==> src/rtl/seg7_scan_driver.sv <==
// rtl/seg7_scan_driver.sv - multiplexed seven-segment scan driver with frame capture; optional SEG7_LZB_EN leading-zero blanking
module seg7_scan_driver #(
  parameter int NUM_DIGITS  = 4,
  parameter int SCAN_DIV    = 1000,
  parameter int BLANK_CYC   = 2,
  parameter bit SEG_ACT_LOW = 1'b1,
  parameter bit COM_ACT_LOW = 1'b1
) (
  input  logic                    CLK,
  input  logic                    RST,
  input  logic [4*NUM_DIGITS-1:0] DIGITS,
  input  logic [NUM_DIGITS-1:0]   DP_IN,
  output logic [6:0]              SEG,
  output logic                    DP,
  output logic [NUM_DIGITS-1:0]   COM
);

  localparam int PW = (SCAN_DIV > 1) ? $clog2(SCAN_DIV) : 1;
  localparam int IW = (NUM_DIGITS > 1) ? $clog2(NUM_DIGITS) : 1;
  localparam logic [6:0]            SEG_OFF = SEG_ACT_LOW ? 7'h7F : 7'h00;
  localparam logic                  DP_OFF  = SEG_ACT_LOW;
  localparam logic [NUM_DIGITS-1:0] COM_OFF = COM_ACT_LOW ? '1 : '0;

  logic [PW-1:0]           p;
  logic [IW-1:0]           idx;
  logic [4*NUM_DIGITS-1:0] frame_digits;
  logic [NUM_DIGITS-1:0]   frame_dp;
  logic                    load_pend;

  logic                  tick;
  logic                  last_digit;
  logic                  frame_load;
  logic                  slot_active;
  logic [3:0]            cur_digit;
  logic                  cur_dp;
  logic                  cur_blank;
  logic [NUM_DIGITS-1:0] com_sel;
  logic [6:0]            seg_lit;

  // Slot timing: end of slot, end of frame, and whether the anti-ghost gap is over
  always_comb begin
    tick        = (p == PW'(SCAN_DIV - 1));
    last_digit  = (idx == IW'(NUM_DIGITS - 1));
    frame_load  = load_pend || (tick && last_digit);
    slot_active = (int'(p) >= BLANK_CYC);
  end

  // Pick the frame nibble, DP request and one-hot select for the current slot
  always_comb begin
    cur_digit = 4'd0;
    cur_dp    = 1'b0;
    com_sel   = '0;
    for (int k = 0; k < NUM_DIGITS; k++) begin
      if (idx == IW'(k)) begin
        cur_digit  = frame_digits[4*k +: 4];
        cur_dp     = frame_dp[k];
        com_sel[k] = 1'b1;
      end
    end
  end

`ifdef SEG7_LZB_EN
  logic [NUM_DIGITS-1:0] blank_vec;

  // A digit is blank when it and every digit above it are zero; digit 0 always shows
  always_comb begin
    logic upper_zero;
    upper_zero = 1'b1;
    blank_vec  = '0;
    for (int k = NUM_DIGITS - 1; k >= 1; k--) begin
      upper_zero   = upper_zero && (frame_digits[4*k +: 4] == 4'd0);
      blank_vec[k] = upper_zero;
    end
  end

  // Blank flag of the digit currently being scanned
  always_comb begin
    cur_blank = 1'b0;
    for (int k = 0; k < NUM_DIGITS; k++) begin
      if (idx == IW'(k)) cur_blank = blank_vec[k];
    end
  end
`else
  assign cur_blank = 1'b0;
`endif

  // BCD to segments {g,f,e,d,c,b,a}, active-high here; non-BCD codes show a dash
  always_comb begin
    case (cur_digit)
      4'd0:    seg_lit = 7'h3F;
      4'd1:    seg_lit = 7'h06;
      4'd2:    seg_lit = 7'h5B;
      4'd3:    seg_lit = 7'h4F;
      4'd4:    seg_lit = 7'h66;
      4'd5:    seg_lit = 7'h6D;
      4'd6:    seg_lit = 7'h7D;
      4'd7:    seg_lit = 7'h07;
      4'd8:    seg_lit = 7'h7F;
      4'd9:    seg_lit = 7'h6F;
      default: seg_lit = 7'h40;
    endcase
    if (cur_blank) seg_lit = 7'h00;
  end

  // Scan counters, tear-free frame capture and registered pin drive
  always_ff @(posedge CLK) begin
    if (RST) begin
      p            <= '0;
      idx          <= '0;
      frame_digits <= '0;
      frame_dp     <= '0;
      load_pend    <= 1'b1;
      SEG          <= SEG_OFF;
      DP           <= DP_OFF;
      COM          <= COM_OFF;
    end else begin
      p <= tick ? '0 : p + 1'b1;
      if (tick) idx <= last_digit ? '0 : idx + 1'b1;
      if (frame_load) begin
        frame_digits <= DIGITS;
        frame_dp     <= DP_IN;
        load_pend    <= 1'b0;
      end
      SEG <= SEG_ACT_LOW ? ~seg_lit : seg_lit;
      DP  <= SEG_ACT_LOW ? ~cur_dp : cur_dp;
      if (slot_active) COM <= COM_ACT_LOW ? ~com_sel : com_sel;
      else             COM <= COM_OFF;
    end
  end

endmodule

==> config.mk <==
export PLATFORM = sky130hd
export DESIGN_NAME = seg7_scan_driver
export DESIGN_NICKNAME = d
export VERILOG_FILES = /design/src/rtl/seg7_scan_driver.sv
export SDC_FILE = /design/constraint.sdc
export NUM_CORES = 1
export LEC_CHECK = 0
export ABC_CLOCK_PERIOD_IN_PS = 4700
export BUFFER_PORTS_ARGS = -buffer_cell sky130_fd_sc_hd__buf_4
export CAP_MARGIN = 20
export CORE_AREA = 2 2 79 66
export CTS_BUF_LIST = sky130_fd_sc_hd__clkbuf_4 sky130_fd_sc_hd__clkbuf_8
export CTS_CLUSTER_DIAMETER = 50
export CTS_CLUSTER_SIZE = 24
export DETAILED_ROUTE_END_ITERATION = 12
export DIE_AREA = 0 0 81 68
export GPL_TIMING_DRIVEN = 1
export PLACE_DENSITY = 0.6
export SETUP_SLACK_MARGIN = 0.05
export SYNTH_ARGS = -nofsm -noshare
export SYNTH_HDL_FRONTEND = slang
export SYNTH_SLANG_ARGS = --single-unit
==> constraint.sdc <==
create_clock -name CLK -period 4.7 [get_ports CLK]
set_clock_uncertainty 0.2 [all_clocks]
set_input_delay 0.47 -clock CLK [delete_from_list [all_inputs] [get_ports CLK]]
set_output_delay 0.47 -clock CLK [all_outputs]
set_load 0.02 [all_outputs]
==> flow_metrics.env <==
export IMPL_status="complete, no violations"
export IMPL_arrival_ns=2.52
export IMPL_r2r_cells=7
export IMPL_crit_path_start_kind="flop"
export IMPL_setup_violations=0
export IMPL_grtUsageMet3_pct=4.090
export IMPL_ios=34
export IMPL_first_global_vias=1348
export IMPL_irDropWorstVdd_uv=185.5
export IMPL_setup_worst_path_class="reg -> reg"
export IMPL_clock_latency_ns=0.29
export IMPL_htreeDepth=2
export IMPL_antenna_found_initial=0
export IMPL_end_kind="flop"
export IMPL_netlist_instances=229
export IMPL_cts_tree="yes"
export IMPL_worstPathRequired_ns=4.71
export IMPL_ys_ff_latch=45
export IMPL_area_growth_pct=18.59
export IMPL_hold_buffers=0
export IMPL_antenna_left=0
export IMPL_synth_area_per_cell_um2=8.846
export IMPL_globalplace_congestion=0.7629
export IMPL_hold_viol=0
export IMPL_rsz0062_at_grt="false"
export IMPL_crit_path_end="SEG[4]"
export IMPL_met1_usage_pct=21.66
export IMPL_core_area_um2=4777
export IMPL_diodes=0
export IMPL_synth_most_common_cell="nand2_1"
export IMPL_yosys_area_top_type_share_pct=44.47
export IMPL_routedWlPerCell_um=12.32
export IMPL_worstMarginPinSlew_ns=0.6740
export IMPL_ys_top_cells_by_area="dfxtp_1 (44%), nand2_1 (9.5%), ha_1 (6.8%)"
export IMPL_cts_buffers=5
export IMPL_drc=0
export IMPL_synth_top_cells_by_count="nand2_1 (51), dfxtp_1 (45), a21oi_1 (22)"
export IMPL_worstHoldPathType="in -> reg"
export IMPL_wl_mm=3.956
export IMPL_num_rows=23
export IMPL_post_cts_buffers=0
export IMPL_yosysTopAreaCell="dfxtp_1"
export IMPL_nets=291
export IMPL_initial_core_util_pct=42.40
export IMPL_portBuffers=33
export IMPL_cts_resized_gates=0
export IMPL_r2r_end="SEG[4]"
export IMPL_grt_ovfl_total=0
export IMPL_path_max_fanout=18
export IMPL_min_period_over_period_pct=53.30
export IMPL_track_usage_pct=15.20
export IMPL_syn_nets=262
export IMPL_firstDrtPassIters=4
export IMPL_detailroute_via_count=1578
export IMPL_slew_violations=0
export IMPL_ctsRootBufferMaster="clkbuf_8"
export IMPL_synth_main_ff_cell="dfxtp_1"
export IMPL_drive_above_1_share_pct=20.08
export IMPL_syn_area_um2=2026
export IMPL_clk_pin_slew_ns=0.08
export IMPL_drtIter0Drc=61
export IMPL_use_met2_pct=22.52
export IMPL_top_usage_layer="met2"
export IMPL_maxSlewHeadroom_pct=55.07
export IMPL_via_per_inst=4.916
export IMPL_reg2reg_slack_ns=2.19
export IMPL_p_leak_nw=1.003
export IMPL_hold_slack_ns=0.2223
export IMPL_ys_warn_count=0
export IMPL_fmaxAchievable_mhz=399.2
export IMPL_cts_sinks=45
export IMPL_clk_path_buf_depth=2
export IMPL_dieArea_um2=5508
export IMPL_ys_seq_area_share_pct=44.47
export IMPL_die_x_um=81
export IMPL_hpwl_mm=2.778
export IMPL_timing_rr_start="idx[0]"
export IMPL_power_density_nw_per_um2=334.1
export IMPL_ys_types=44
export IMPL_final_util_pct=50.29
export IMPL_die_y_um=68
export IMPL_grt_max_degree=32
export IMPL_synth_edf_count=0
export IMPL_async_flop_share_pct=0
export IMPL_period_minus_slack_ns=2.505
export IMPL_cp_startpoint="idx[0]"
export IMPL_grt_pass1_wl_mm=6.348
export IMPL_totalNegativeSetupSlack_ns=0
export IMPL_drv_cap=0
power by group:
group / total [mW] / switching, mW / internal [mW]
logic: 0.0879 / 0.0466 / 0.0413
clock network: 0.304 / 0.124 / 0.179
registers: 0.411 / 0.0110 / 0.400
total: 0.803 / 0.182 / 0.621
logic make-up after synthesis:
| group | Yosys count | share of synthesized area (%) |
|---|---|---|
| AO/OA/AOI/OAI | 43 | 14.58 |
| XOR/XNOR | 8 | 3.459 |
| adder cells (fa/ha/maj) | 11 | 6.794 |
| buffers and inverters | 20 | 5.250 |
| flip-flops | 45 | 44.47 |
| multiplexers | 5 | 2.594 |
| AND/OR/NAND/NOR | 97 | 22.85 |
through the flow:
step | std cells | cell area, um^2 | total power [mW] | setup WS [ns]
2_1_floorplan | 229 | 2026 | 0.4729 | 2.560
3_3_place_gp | 313 | 2282 | 0.5083 | 2.318
3_5_place_dp | 313 | 2282 | 0.5090 | 2.240
4_1_cts | 321 | 2402 | 0.8111 | 2.197
5_1_grt | 321 | 2402 | 0.8402 | 2.054
6_report | 321 | 2402 | 0.8026 | 2.195
cell type report:
class | instances | area (um^2)
Timing Repair Buffer | 34 | 255.2
Sequential cell | 45 | 900.9
Clock inverter | 1 | 30.03
Multi-Input combinational cell | 164 | 1018
Fill cell | 494 | 2375
Clock buffer | 7 | 90.09
Tap cell | 62 | 77.57
Inverter | 8 | 30.03
per-layer routing:
metal	part of all wire (%)	vias up
met2	42	28
met1	53	718
met4	0.25	0
met3	4.3	2
li1	-	830
met5	0	-
how the worst min path moves through the flow:
| stage | start | end | slack (ns) | cells past startpoint |
|---|---|---|---|---|
| final | DIGITS[1] | frame_digits[1] | 0.22 | 3 |
| after global routing | DIGITS[6] | frame_digits[6] | 0.22 | 3 |
| after CTS | DIGITS[1] | frame_digits[1] | 0.22 | 3 |
| after detailed placement | frame_digits[12] | frame_digits[12] | 0.25 | 2 |
| after global placement | frame_dp[0] | frame_dp[0] | 0.24 | 2 |
| after floorplan | frame_dp[0] | frame_dp[0] | 0.23 | 2 |
state kept, by name, indices dropped and copies added, names as in the netlist:
signal and cells:
frame_dp 4, DP 1, idx 2, SEG 7, COM 4, frame_digits 16
load_pend 1, p 10
worst max-delay path, cell delays in order, from the launching register on:
cell,delay (ns)
dfxtp_1,0.40
ha_1,0.54
a211oi_1,0.11
a211oi_2,0.40
inv_2,0.14
ha_1,0.21
mux2_2,0.26
a32oi_1,0.15
cells in the final DEF (no fill, tap or decap), drive strengths merged, types with 5 or more instances in the layout:
master / n
inv: 8
nor2: 17
nand3: 5
clkbuf: 7
xnor2: 5
dfxtp: 45
nand2: 51
buf: 34
ha: 11
a21oi: 22
and3: 5
a211oi: 6
(Power assumes the default switching activity.)
